$ cat config.mk
export PLATFORM = sky130hd
export DESIGN_NAME = regfile_write_scheduler
export DESIGN_NICKNAME = d
export VERILOG_FILES = /design/src/rtl/regfile_write_scheduler.sv
export SDC_FILE = /design/constraint.sdc
export NUM_CORES = 1
export LEC_CHECK = 0
export BUFFER_PORTS_ARGS = -buffer_cell sky130_fd_sc_hd__buf_2
export CAP_MARGIN = 0
export CORE_MARGIN = 2
export CORE_UTILIZATION = 45
export DETAILED_ROUTE_END_ITERATION = 16
export PLACE_DENSITY = 0.78
export SLEW_MARGIN = 5
export SYNTH_ARGS = -nofsm -noshare
export SYNTH_HDL_FRONTEND = slang
export SYNTH_SLANG_ARGS = --single-unit
$ cat constraint.sdc
create_clock -name Clk -period 3 [get_ports Clk]
set_input_delay 0.45 -clock Clk [delete_from_list [all_inputs] [get_ports Clk]]
set_output_delay 0.45 -clock Clk [all_outputs]
set_load 0.005 [all_outputs]
$ cat src/rtl/regfile_write_scheduler.sv
// regfile_write_scheduler
//
// Shares the register file's single write port among NUM_REQ writeback
// sources (0 = ALU, 1 = load unit, 2 = mul/div) with a round-robin arbiter.
// It also keeps a per-register scoreboard of pending writes, so decode can
// stall on read-after-write hazards.
//
// Ports
//   Clk, Reset            clock; asynchronous active-high reset
//   ReqValid/ReqReg/ReqData  per-requester write request (packed, requester i
//                            in slice i)
//   ReqReady              one-hot combinational grant
//   RegWrite/WriteRegister/WriteData  registered write port to Registers
//   ReserveValid/ReserveReg           decode marks a destination as pending
//   ReadRegister1/ReadRegister2       decode source registers
//   Busy1/Busy2           combinational pending-write flags for the sources
//   ReserveConflict       registered pulse: reserve hit an already-busy reg
module regfile_write_scheduler #(
    parameter int NUM_REQ    = 3,
    parameter int DATA_WIDTH = 32,
    parameter int ADDR_WIDTH = 5
) (
    input  logic                           Clk,
    input  logic                           Reset,
    input  logic [NUM_REQ-1:0]             ReqValid,
    input  logic [NUM_REQ*ADDR_WIDTH-1:0]  ReqReg,
    input  logic [NUM_REQ*DATA_WIDTH-1:0]  ReqData,
    output logic [NUM_REQ-1:0]             ReqReady,
    output logic                           RegWrite,
    output logic [ADDR_WIDTH-1:0]          WriteRegister,
    output logic [DATA_WIDTH-1:0]          WriteData,
    input  logic                           ReserveValid,
    input  logic [ADDR_WIDTH-1:0]          ReserveReg,
    input  logic [ADDR_WIDTH-1:0]          ReadRegister1,
    input  logic [ADDR_WIDTH-1:0]          ReadRegister2,
    output logic                           Busy1,
    output logic                           Busy2,
    output logic                           ReserveConflict
);

    localparam int IDX_W    = (NUM_REQ > 1) ? $clog2(NUM_REQ) : 1;
    localparam int NUM_REGS = 1 << ADDR_WIDTH;
    localparam logic [IDX_W-1:0] LAST_INIT = IDX_W'(NUM_REQ - 1);

    // Round-robin pointer: index of the most recently granted requester.
    logic [IDX_W-1:0]      last_q;

    // Arbitration results for the current cycle.
    logic [NUM_REQ-1:0]    grant;
    logic [IDX_W-1:0]      grant_idx;
    logic [IDX_W-1:0]      cand;
    logic                  xfer;

    // Request fields of the granted requester.
    logic [ADDR_WIDTH-1:0] sel_reg;
    logic [DATA_WIDTH-1:0] sel_data;

    // Scoreboard of pending writes, one bit per architectural register.
    logic [NUM_REGS-1:0]   busy_q;
    logic [NUM_REGS-1:0]   busy_d;

    logic                  clear_hit;
    logic                  set_hit;
    logic                  conflict_d;

    // Search starts just after the last winner and wraps around, so each
    // requester waits at most NUM_REQ-1 transfers. Only ReqValid and the
    // pointer feed this search, which keeps ReqReady free of data paths.
    always_comb begin
        grant     = '0;
        grant_idx = '0;
        cand      = '0;
        xfer      = 1'b0;
        for (int k = 1; k <= NUM_REQ; k++) begin
            cand = IDX_W'((int'(last_q) + k) % NUM_REQ);
            if (!xfer && ReqValid[cand]) begin
                xfer        = 1'b1;
                grant[cand] = 1'b1;
                grant_idx   = cand;
            end
        end
    end

    assign ReqReady = grant;

    // Grant is one-hot, so OR-ing the masked slices acts as a mux.
    always_comb begin
        sel_reg  = '0;
        sel_data = '0;
        for (int i = 0; i < NUM_REQ; i++) begin
            if (grant[i]) begin
                sel_reg  = sel_reg  | ReqReg[i*ADDR_WIDTH +: ADDR_WIDTH];
                sel_data = sel_data | ReqData[i*DATA_WIDTH +: DATA_WIDTH];
            end
        end
    end

    // A transfer to $zero is still consumed (pointer moves) but never
    // produces a write or touches the scoreboard.
    assign clear_hit = xfer && (sel_reg != '0);
    assign set_hit   = ReserveValid && (ReserveReg != '0);

    // Set is applied after clear so a same-cycle reserve of the register
    // being written leaves it pending for the newly issued instruction.
    always_comb begin
        busy_d = busy_q;
        if (clear_hit) begin
            busy_d[sel_reg] = 1'b0;
        end
        if (set_hit) begin
            busy_d[ReserveReg] = 1'b1;
        end
        busy_d[0] = 1'b0;
    end

    // A reserve only conflicts if the register stays busy through this edge,
    // i.e. it is not being retired by the write granted in the same cycle.
    assign conflict_d = set_hit && busy_q[ReserveReg] &&
                        !(clear_hit && (sel_reg == ReserveReg));

    always_ff @(posedge Clk or posedge Reset) begin
        if (Reset) begin
            last_q <= LAST_INIT;
        end else if (xfer) begin
            last_q <= grant_idx;
        end
    end

    // Write port register. Address/data only load on a real write so they
    // hold their previous values on idle cycles.
    always_ff @(posedge Clk or posedge Reset) begin
        if (Reset) begin
            RegWrite      <= 1'b0;
            WriteRegister <= '0;
            WriteData     <= '0;
        end else begin
            RegWrite <= clear_hit;
            if (clear_hit) begin
                WriteRegister <= sel_reg;
                WriteData     <= sel_data;
            end
        end
    end

    always_ff @(posedge Clk or posedge Reset) begin
        if (Reset) begin
            busy_q          <= '0;
            ReserveConflict <= 1'b0;
        end else begin
            busy_q          <= busy_d;
            ReserveConflict <= conflict_d;
        end
    end

    // Busy reflects the registered scoreboard only; there is no bypass of
    // a write or reserve happening in the current cycle.
    assign Busy1 = (ReadRegister1 != '0) && busy_q[ReadRegister1];
    assign Busy2 = (ReadRegister2 != '0) && busy_q[ReadRegister2];

endmodule

==> metrics.csv, run 1 <==
metric,value,unit
crit_slowest_cell,dfstp_2,
critPathKind,reg -> reg,
use_met3,3.86,%
avgSynthCellArea,11.0,um2
synth_nets,537,
crit_path_start_kind,flip-flop,
cts_hold_buffers,0,
synth_edf_count,0,
die_w,103,um
reg2reg_depth,11,
die_height,103,um
ant_nets,0,
whs,0.230,ns
drtPass1Iterations,9,
clk_pin_slew,0.08,ns
rsz0062_at_grt,true,
drive_gt1_share,49.0,%
hold_path.class,in -> async,
place.gp.congestion,0.953,
busiest_layer,met2,
synth.ff_latch_count,72,
clock_sink_count,72,
syn_to_final_growth,38.8,%
start_util,45.8,%
synth-seq-area-share,40.9,%
cp_slowest_stage_delay,0.58,ns
worstPathMaxFanout,4,
dieArea,10600,um2
clock.fmax,0.339,GHz
antenna_found_initial,0,
wl_per_cell,18.7,um
period_minus_slack,2.95,ns
finClkSkew,0.00735,ns
drc,0,
yosysUniqueCellTypes,52,
fin_util,63.5,%
worst_pin_slew,0.751,ns
clock_latency,0.35,ns
status,completed,
synth-main-ff-cell,dfrtp_1,
swShare,41.0,%
path_common_cell,o21ai_0,
p_clk_share,12.1,%
via_count,4411,
netlist_area,4410,um2
timing.final.crit_share,98.5,%
peakVddDrop,0.633,mV
grt_max_degree,38,
path_delay_family,compound AO/OA/AOI/OAI gates,
path_depth,11,
cts_tree,done,
finish.instance_area,6120,um2
async_reset_ff_share,100,%
yosys_warnings,0,
hold_viol,0,
track_usage,25.2,%
syn-instance-count,401,
p_int,4.60,mW
fp.coreArea,9640,um2
std_cell_rows,36,
routed_wl,13800,um
synth_area_leaders,"dfrtp_1 40%, mux4_2 13%, mux2i_1 8.2%",
cp-end-kind,flip-flop,
placed_area,5460,um2
yosysTopAreaCellShare,40.3,%
cts_made_buffers,9,
gr-total-overflow,0,
diodes,0,
pin_count,176,
drv_slew,0,
p_total,7.79,mW
htreeDepth,3,
grt_pass1_vias,4240,
grt_first_pass_wirelength,20700,um
drt_iter0_drc,410,
crit_path_cell_trace,"ha_4, mux2i_2, buf_4, o21ai_0, a22oi_2, a221o_1, a311o_1, buf_4, or3_4, o21ai_0, o21ai_0",
max_slew_margin,49.9,%
gr-usage-met1,31.5,%
root_buffer,clkbuf_8,
power_frac_seq,23.6,%
dp_hpwl,9990,um
final_net_count,735,
arrival,3.17,ns
finalSetupViolCount,0,
worst-path-buf-inv,2,
portBuffers,175,
cap_violations,0,
power.leakage,2.84,nW
met2_usage,44.4,%
p_comb_share,64.4,%
avgViaCountPerCell,5.99,
p_sw,3.19,mW
p_per_area,1270,nW/um2
worstPathRequired,3.22,ns
cts.path.max_buffers,2,
synth_top_area_cell,dfrtp_1,
-- synth_stat cells, drive strengths merged (2+ instances only) --
| master | count |
|---|---|
| a21oi | 3 |
| mux4 | 25 |
| mux2 | 5 |
| nor2 | 5 |
| ha | 4 |
| dfrtp | 71 |
| nand3 | 6 |
| xnor2 | 4 |
| a222oi | 34 |
| inv | 41 |
| buf | 9 |
| o31ai | 4 |
| o21ai | 68 |
| or3 | 4 |
| o211ai | 2 |
| nor3 | 2 |
| nor3b | 2 |
| a22o | 2 |
| clkbuf | 19 |
| mux2i | 36 |
| nand3b | 8 |
| nand2b | 3 |
| a21o | 8 |
| nand2 | 13 |
| a21bo | 2 |
| nor2b | 2 |
-- power groups by stage --
stage                     combinational [mW]  sequential [mW]  clock [mW]
after floorplan                         2.78             1.74           0
after global placement                  3.81             1.80           0
after detailed placement                3.96             1.83           0
after CTS                               4.03             1.82       0.951
after global routing                    5.41             1.89       0.995
final                                   5.01             1.84       0.939
-- registers in the layout, summed over array words and instances (netlist names) --
| register | count |
|---|---|
| RegWrite | 1 |
| WriteData | 32 |
| WriteRegister | 5 |
| last_q | 2 |
| busy_q | 31 |
| ReserveConflict | 1 |
-- final timing paths --
path                                  startpoint                to  slack, ns
worst max register to register         last_q[1]         busy_q[8]       0.05
worst min-delay path                       Reset     WriteData[15]       0.23
min in group Clk                      ReqData[5]      WriteData[5]       0.39
worst min register to register  WriteRegister[4]  WriteRegister[4]       0.48
worst max-delay path                   last_q[1]         busy_q[8]       0.05
max in group asynchronous                  Reset     WriteData[19]       2.00
-- per-layer routing --
| layer | vias to the layer above | wire [um] |
|---|---|---|
| met5 | - | 0 |
| met4 | 0 | 280 |
| met3 | 27 | 1260 |
| met1 | 2142 | 5050 |
| met2 | 286 | 7220 |
| li1 | 1956 | - |
-- logic make-up (layout without fill, tap and decap cells) --
| group | count (synthesis) | count (layout) | share of synthesized area (%) |
|---|---|---|---|
| AND/OR/NAND/NOR | 51 | 51 | 6.47 |
| adder cells (fa/ha/maj) | 4 | 4 | 1.13 |
| multiplexers | 66 | 66 | 22.2 |
| flip-flops | 72 | 72 | 40.9 |
| AO/OA/AOI/OAI | 134 | 134 | 21.5 |
| XOR/XNOR | 5 | 5 | 0.993 |
| buffers and inverters | 69 | 272 | 6.84 |
-- cells in the final DEF, fill, tap and decap left out, types with 3 or more instances in the layout --
master     count
mux2i_1       34
bufinv_16      3
o21ai_0       43
xnor2_1        3
buf_8          3
or3_4          3
nand3b_1       8
dfrtp_1       71
o21ai_2        8
mux2_2         5
buf_4         28
buf_2        175
nand2_1       13
clkbuf_8       9
a21o_1         7
a222oi_1      34
mux4_2        25
nand3_1        6
nor2_1         5
o21ai_1       17
buf_12         5
inv_1         39
-- stage by stage --
stage          setup TNS, ns  std cells  setup slack [ns]
3_3_place_gp               0        699            0.0551
6_report                   0        737            0.0464
5_1_grt                -2.56        737           -0.0868
2_1_floorplan              0        401            0.0333
4_1_cts              -0.0410        717           -0.0230
3_5_place_dp          -0.317        699           -0.0514
-- timing repair --
item                                    CTS  global route
gates cloned                              0             2
endpoints found under the hold margin     0             0
pin swaps                                 2            15
setup buffers                             2            18
resized for setup                         5            54
endpoints found under the setup margin   46            73
-- area by class of cell --
type	instances	area, um2
clock inverters	7	120
multi-input cells	260	2450
inverters	41	154
flip-flops and latches	72	1800
repair buffers	215	1300
clock buffers	9	124
well taps	133	166
fillers	806	3520
No activity file was read; power rests on OpenSTA's default activity.
==> inputs of run 2 (changes only) <==
--- a/config.mk
+++ b/config.mk
@@ -5,12 +5,13 @@
 export SDC_FILE = /design/constraint.sdc
 export NUM_CORES = 1
 export LEC_CHECK = 0
+export ABC_AREA = 1
 export BUFFER_PORTS_ARGS = -buffer_cell sky130_fd_sc_hd__buf_2
 export CAP_MARGIN = 0
 export CORE_MARGIN = 2
 export CORE_UTILIZATION = 45
 export DETAILED_ROUTE_END_ITERATION = 16
-export PLACE_DENSITY = 0.78
+export PLACE_DENSITY = 0.77
 export SLEW_MARGIN = 5
 export SYNTH_ARGS = -nofsm -noshare
 export SYNTH_HDL_FRONTEND = slang
==> metrics.csv, run 2 <==
metric,value,unit,change
fin_setup_tns,0,ns,unchanged
routed_wl,14900,um,+7.9%
arrival,2.41,ns,-0.76 ns
top_regs,"WriteData: 32 flops, busy_q: 31 flops, WriteRegister: 5 flops",,
peakVddDrop,0.667,mV,+5.3%
whs,0.212,ns,-0.0176 ns
fp.coreArea,10200,um2,+6.1%
diodes,0,,unchanged
final_cell_mix,"311 x nand2_1, 175 x buf_2, 90 x o21ai_0",,
worstPathMaxFanout,33,,+29
synth_top_area_cell,dfrtp_1,,
worst_pin_slew,0.737,ns,-0.0138 ns
rr_startpoint,last_q[1],,
p_comb_share,64.4,%,about the same
grt_max_degree,40,,+5.3%
die_height,106,um,+3.2%
syn-instance-count,720,,+80%
dp_hpwl,11500,um,+15%
clk_pin_slew,0.08,ns,about the same
synth.ff_latch_count,72,,unchanged
syn_to_final_growth,27.9,%,
regMostFlops,WriteData,,
final_net_count,1027,,+40%
drc,0,,unchanged
synth-main-ff-cell,dfrtp_1,,
hold_path.class,in -> async,,
yosysTopAreaCellShare,37.7,%,-2.5 points
final_common_cell,nand2_1,,
power.leakage,3.23,nW,+14%
p_int,3.80,mW,-17%
stdcell_count,1032,,+40%
synth_edf_count,0,,unchanged
post_cts_buffers,0,,-2
yosys-top-cells-count,"314 x nand2_1, 90 x o21ai_0, 71 x dfrtp_1",,
power_frac_seq,23.5,%,about the same
cap_violations,0,,unchanged
synth_nets,856,,+59%
p_sw,4.00,mW,+25%
htreeDepth,3,,unchanged
grt_pass1_vias,5227,,+23%
worstPathRequired,2.55,ns,-0.67 ns
swShare,51.3,%,+10 points
synth-seq-area-share,38.3,%,-2.6 points
drt_iter0_drc,288,,-30%
cts_made_buffers,9,,unchanged
dieArea,11300,um2,+6.5%
track_usage,26.9,%,+1.7 points
hold_viol,0,,unchanged
start_util,46.0,%,+0.25 points
place_inst,1015,,+45%
critPathKind,reg -> out,,
root_buffer,clkbuf_8,,
cp-end-kind,output port,,
cts.path.max_buffers,2,,unchanged
avgSynthCellArea,6.54,um2,-41%
avgViaCountPerCell,5.22,,-13%
clock_sink_count,72,,unchanged
synth_area_leaders,"dfrtp_1 38%, nand2_1 25%, o21ai_0 9.6%",,
synth_most_common_cell,nand2_1,,
antenna_found_initial,0,,unchanged
finClkSkew,0.00927,ns,+0.00192 ns
pin_count,176,,unchanged
p_per_area,1300,nW/um2,+1.8%
crit_path_start_kind,flip-flop,,
finish.instance_area,6020,um2,-1.6%
wl_per_cell,14.5,um,-23%
yosys_warnings,0,,unchanged
placed_area,5720,um2,+4.6%
gr-total-overflow,0,,unchanged
clock.fmax,0.350,GHz,+3.3%
netlist_area,4710,um2,+6.7%
yosysUniqueCellTypes,36,,-31%
cts_tree,done,,
ant_nets,0,,unchanged
die_w,106,um,+3.2%
max_slew_margin,50.8,%,+0.92 points
status,completed,,
fin_util,58.9,%,-4.7 points
async_reset_ff_share,100,%,unchanged
drv_slew,0,,unchanged
clock_latency,0.35,ns,about the same
timing.final.crit_share,95.3,%,-3.1 points
grt_first_pass_wirelength,24400,um,+18%
portBuffers,175,,unchanged
rsz0062_at_grt,true,,
drtPass1Iterations,5,,-4
place.gp.congestion,0.940,,-1.4%
via_count,5383,,+22%
startpoint,last_q[1],,
largest_register_ffs,32,,unchanged
finalSetupViolCount,0,,unchanged
drive_gt1_share,24.9,%,-24 points
p_clk_share,12.2,%,about the same
std_cell_rows,37,,+2.8%
period_minus_slack,2.86,ns,-0.0935 ns
## run 2: cell types whose count changed after synthesis, moves of 17 or more
cell	change
o21ai_0	+31
nand3_1	+51
a21oi_1	+24
nand2_1	+301
mux4_2	-25
a222oi_1	-34
mux2i_1	-36
nor2_1	+17
## run 2: path summary, 6_finish.rpt
kind                                    end  slack [ns]  cells past startpoint
min in group Clk              WriteData[26]        0.39                      5
max                             ReqReady[1]        0.14                      8
min                           WriteData[11]        0.21                      2
min reg2reg                WriteRegister[3]        0.47                      2
max reg2reg                WriteRegister[4]        0.26                     15
max in group asynchronous         last_q[1]        2.05                      3
## run 2: per-stage QoR
step / power (mW) / setup WS [ns]
floorplan: 5.23 / 0.518
global placement: 6.55 / 0.242
detailed placement: 6.66 / 0.141
CTS: 7.60 / 0.00532
global route: 8.63 / -0.0117
finish: 7.80 / 0.140
## run 2: critical path, cell delays in order, from the launching register on
cell	delay (ns)
dfstp_2	0.57
ha_2	0.32
nand3_1	0.11
inv_1	0.06
a21oi_1	0.24
nand4_1	0.18
nand2_2	0.18
buf_8	0.23
buf_2	0.15
## run 2: logic make-up (layout without fill, tap and decap cells)
group	after synthesis	count (layout)	synth area share (%)
and+or+nand+nor	421	421	37.0
xor gates and xnor gates	1	1	0.186
buffers and inverters	84	260	7.55
DFF	72	72	38.3
adders and majority gates	4	4	1.06
AOI/OAI and AO/OA	138	138	15.9
## run 2: final cells by class
cell class,count,area (um2)
Clock inverter,6,116
Inverter,58,223
Timing Repair Buffer,186,1020
Clock buffer,10,128
Multi-Input combinational cell,564,2560
Fill cell,1022,4210
Sequential cell,72,1800
Tap cell,136,170
## run 2: per-layer routing
layer	vias up	share of wire [%]	track usage (%)
met5	-	0	0
met1	2472	41	33.7
met2	198	50	47.7
li1	2689	-	-
met3	24	6.7	4.48
met4	0	1.7	7.80
## run 2: repair_timing
action / in CTS / in global routing
gates resized for setup: 0 / 13
setup endpoints to repair: 0 / 37
hold buffers: 0 / 0
## run 2: power by group through the flow
stage | Clock, mW | Sequential, mW | Combinational, mW
6_report | 0.950 | 1.83 | 5.02
2_1_floorplan | 0 | 1.77 | 3.46
4_1_cts | 0.958 | 1.82 | 4.82
3_5_place_dp | 0 | 1.83 | 4.83
3_3_place_gp | 0 | 1.82 | 4.73
5_1_grt | 0.989 | 1.89 | 5.75
==> inputs of run 3 (changes only) <==
--- a/config.mk
+++ b/config.mk
@@ -8,7 +8,7 @@
 export ABC_AREA = 1
 export BUFFER_PORTS_ARGS = -buffer_cell sky130_fd_sc_hd__buf_2
 export CAP_MARGIN = 0
-export CORE_MARGIN = 2
+export CORE_MARGIN = 3
 export CORE_UTILIZATION = 45
 export DETAILED_ROUTE_END_ITERATION = 16
 export PLACE_DENSITY = 0.77
==> metrics.csv, run 3 (synthesis results as in run 2) <==
metric,value,unit,change
clock_latency,0.35,ns,about the same
drt_iter0_drc,415,,+44%
whs,0.0207,ns,-0.191 ns
power.leakage,3.30,nW,+2.1%
final_net_count,1052,,+2.4%
placed_area,5850,um2,+2.4%
cts.path.max_buffers,2,,unchanged
cts_made_buffers,9,,unchanged
worstPathRequired,2.55,ns,about the same
timing.final.crit_share,96.0,%,+0.69 points
finish.instance_area,6120,um2,+1.7%
hold_path.class,in -> async,,
clock.fmax,0.347,GHz,-0.72%
finalSetupViolCount,0,,unchanged
finClkSkew,0.0130,ns,+0.00376 ns
start_util,47.3,%,+1.3 points
track_usage,27.9,%,+0.95 points
htreeDepth,3,,unchanged
grt_max_degree,63,,+57%
top_regs,"WriteData: 32 flops, busy_q: 31 flops, WriteRegister: 5 flops",,
portBuffers,175,,unchanged
drv_slew,0,,unchanged
avgViaCountPerCell,5.34,,+2.4%
place.gp.congestion,0.959,,+2.0%
cts_hold_buffers,0,,unchanged
dieArea,11700,um2,+3.8%
p_int,3.88,mW,+2.3%
place_inst,1031,,+1.6%
clock_sink_count,72,,unchanged
drc,0,,unchanged
p_clk_share,8.6,%,-3.6 points
busiest_layer,met2,,
status,completed,,
arrival,2.43,ns,+0.02 ns
stdcell_count,1054,,+2.1%
die_w,108,um,+1.9%
std_cell_rows,36,,-2.7%
clk_pin_slew,0.08,ns,about the same
wl_per_cell,15.4,um,+6.4%
fp.coreArea,9950,um2,-2.7%
rsz0062_at_grt,true,,
max_slew_margin,54.8,%,+4.0 points
peakVddDrop,0.809,mV,+21%
via_count,5629,,+4.6%
worstPathMaxFanout,31,,-6.1%
syn_to_final_growth,30.1,%,
gr-total-overflow,0,,unchanged
ant_nets,0,,unchanged
p_per_area,1320,nW/um2,+2.2%
p_total,8.11,mW,+3.9%
gr-usage-met1,34.8,%,+1.1 points
dp_hpwl,12300,um,+7.1%
swShare,52.1,%,+0.76 points
cts_tree,done,,
critPathKind,reg -> out,,
cap_violations,0,,unchanged
power_frac_seq,22.5,%,-1.0 points
crit_path_start_kind,flip-flop,,
final_common_cell,nand2_1,,
largest_register_ffs,32,,unchanged
routed_wl,16200,um,+8.7%
diodes,0,,unchanged
die_height,108,um,+1.9%
root_buffer,clkbuf_8,,
grt_first_pass_wirelength,25500,um,+4.4%
worst_pin_slew,0.673,ns,-0.0638 ns
use_met3,5.85,%,+1.4 points
pin_count,176,,unchanged
grt_pass1_vias,5225,,-0.038%
final_cell_mix,"313 x nand2_1, 175 x buf_2, 90 x o21ai_0",,
drtPass1Iterations,5,,unchanged
period_minus_slack,2.88,ns,+0.0208 ns
met2_usage,47.9,%,+0.20 points
p_sw,4.22,mW,+5.5%
antenna_found_initial,1,,+1
regMostFlops,WriteData,,
drive_gt1_share,26.7,%,+1.8 points
p_comb_share,69.0,%,+4.6 points
hold_viol,0,,unchanged
cp-end-kind,output port,,
## run 3: changes by cell type in the layout (fill, tap and decap cells not counted), moves of 2 or more
cell	previous run	this run
buf_4	5	28
bufinv_16	3	0
nor2_4	1	3
clkinvlp_4	0	4
inv_6	2	0
nand2_1	311	313
nand2_2	5	3
clkinv_2	0	2
## run 3: routing by layer
| metal | part of all wire (%) | wire length, um | up-vias |
|---|---|---|---|
| met5 | 0.043 | 7 | - |
| met4 | 2.6 | 416 | 2 |
| met3 | 9.4 | 1520 | 32 |
| met2 | 49 | 7870 | 301 |
| met1 | 39 | 6400 | 2553 |
| li1 | - | - | 2741 |
## run 3: per-stage QoR
stage          utilization, %  TNS [ns]  worst slack [ns]
2_1_floorplan               -         0             0.518
3_3_place_gp             58.8     -4.19            -0.134
3_5_place_dp             58.8     -7.25            -0.241
4_1_cts                  60.9         0            0.0215
5_1_grt                  61.5  -0.00575          -0.00575
6_report                 61.5         0             0.119
## run 3: final timing paths
path | from | to | slack, ns | cells after the start
worst max register to register | last_q[1] | WriteData[12] | 0.19 | 16
max in group asynchronous | Reset | last_q[1] | 2.33 | 3
min in group Clk | ReqData[4] | WriteData[4] | 0.39 | 5
worst min-delay path | Reset | WriteData[12] | 0.02 | 2
worst min register to register | WriteData[19] | WriteData[19] | 0.48 | 2
worst max-delay path | last_q[1] | ReqReady[0] | 0.12 | 11
## run 3: worst max-delay path, cell delays in order, from the launching register on
cell,delay (ns)
dfstp_2,0.55
ha_1,0.30
o21ai_1,0.25
nand2_4,0.11
inv_2,0.08
nand2_1,0.06
nand2_1,0.07
clkinv_1,0.05
nand2_1,0.07
buf_4,0.17
buf_8,0.21
buf_2,0.15
## run 3: cell type report
type | instances | area (um2)
tap | 133 | 166
timing repair buffer | 209 | 1190
clock buffer | 9 | 124
fill | 982 | 3830
clock inverter | 7 | 48.8
inverter | 58 | 218
multi-input combinational | 566 | 2580
sequential | 72 | 1800
## run 3: repair_timing
action,4_1_cts,5_1_grt
pin swaps,1,2
endpoints found under the setup margin,37,68
setup buffers,0,5
cloned,2,0
gates resized for setup,5,4
## run 3: power groups by stage
| stage | Combinational [mW] | Sequential, mW | Clock, mW |
|---|---|---|---|
| CTS | 5.40 | 1.81 | 0.707 |
| floorplan | 3.46 | 1.77 | 0 |
| global placement | 5.13 | 1.82 | 0 |
| detailed placement | 5.23 | 1.82 | 0 |
| global route | 6.27 | 1.87 | 0.744 |
| finish | 5.59 | 1.82 | 0.696 |
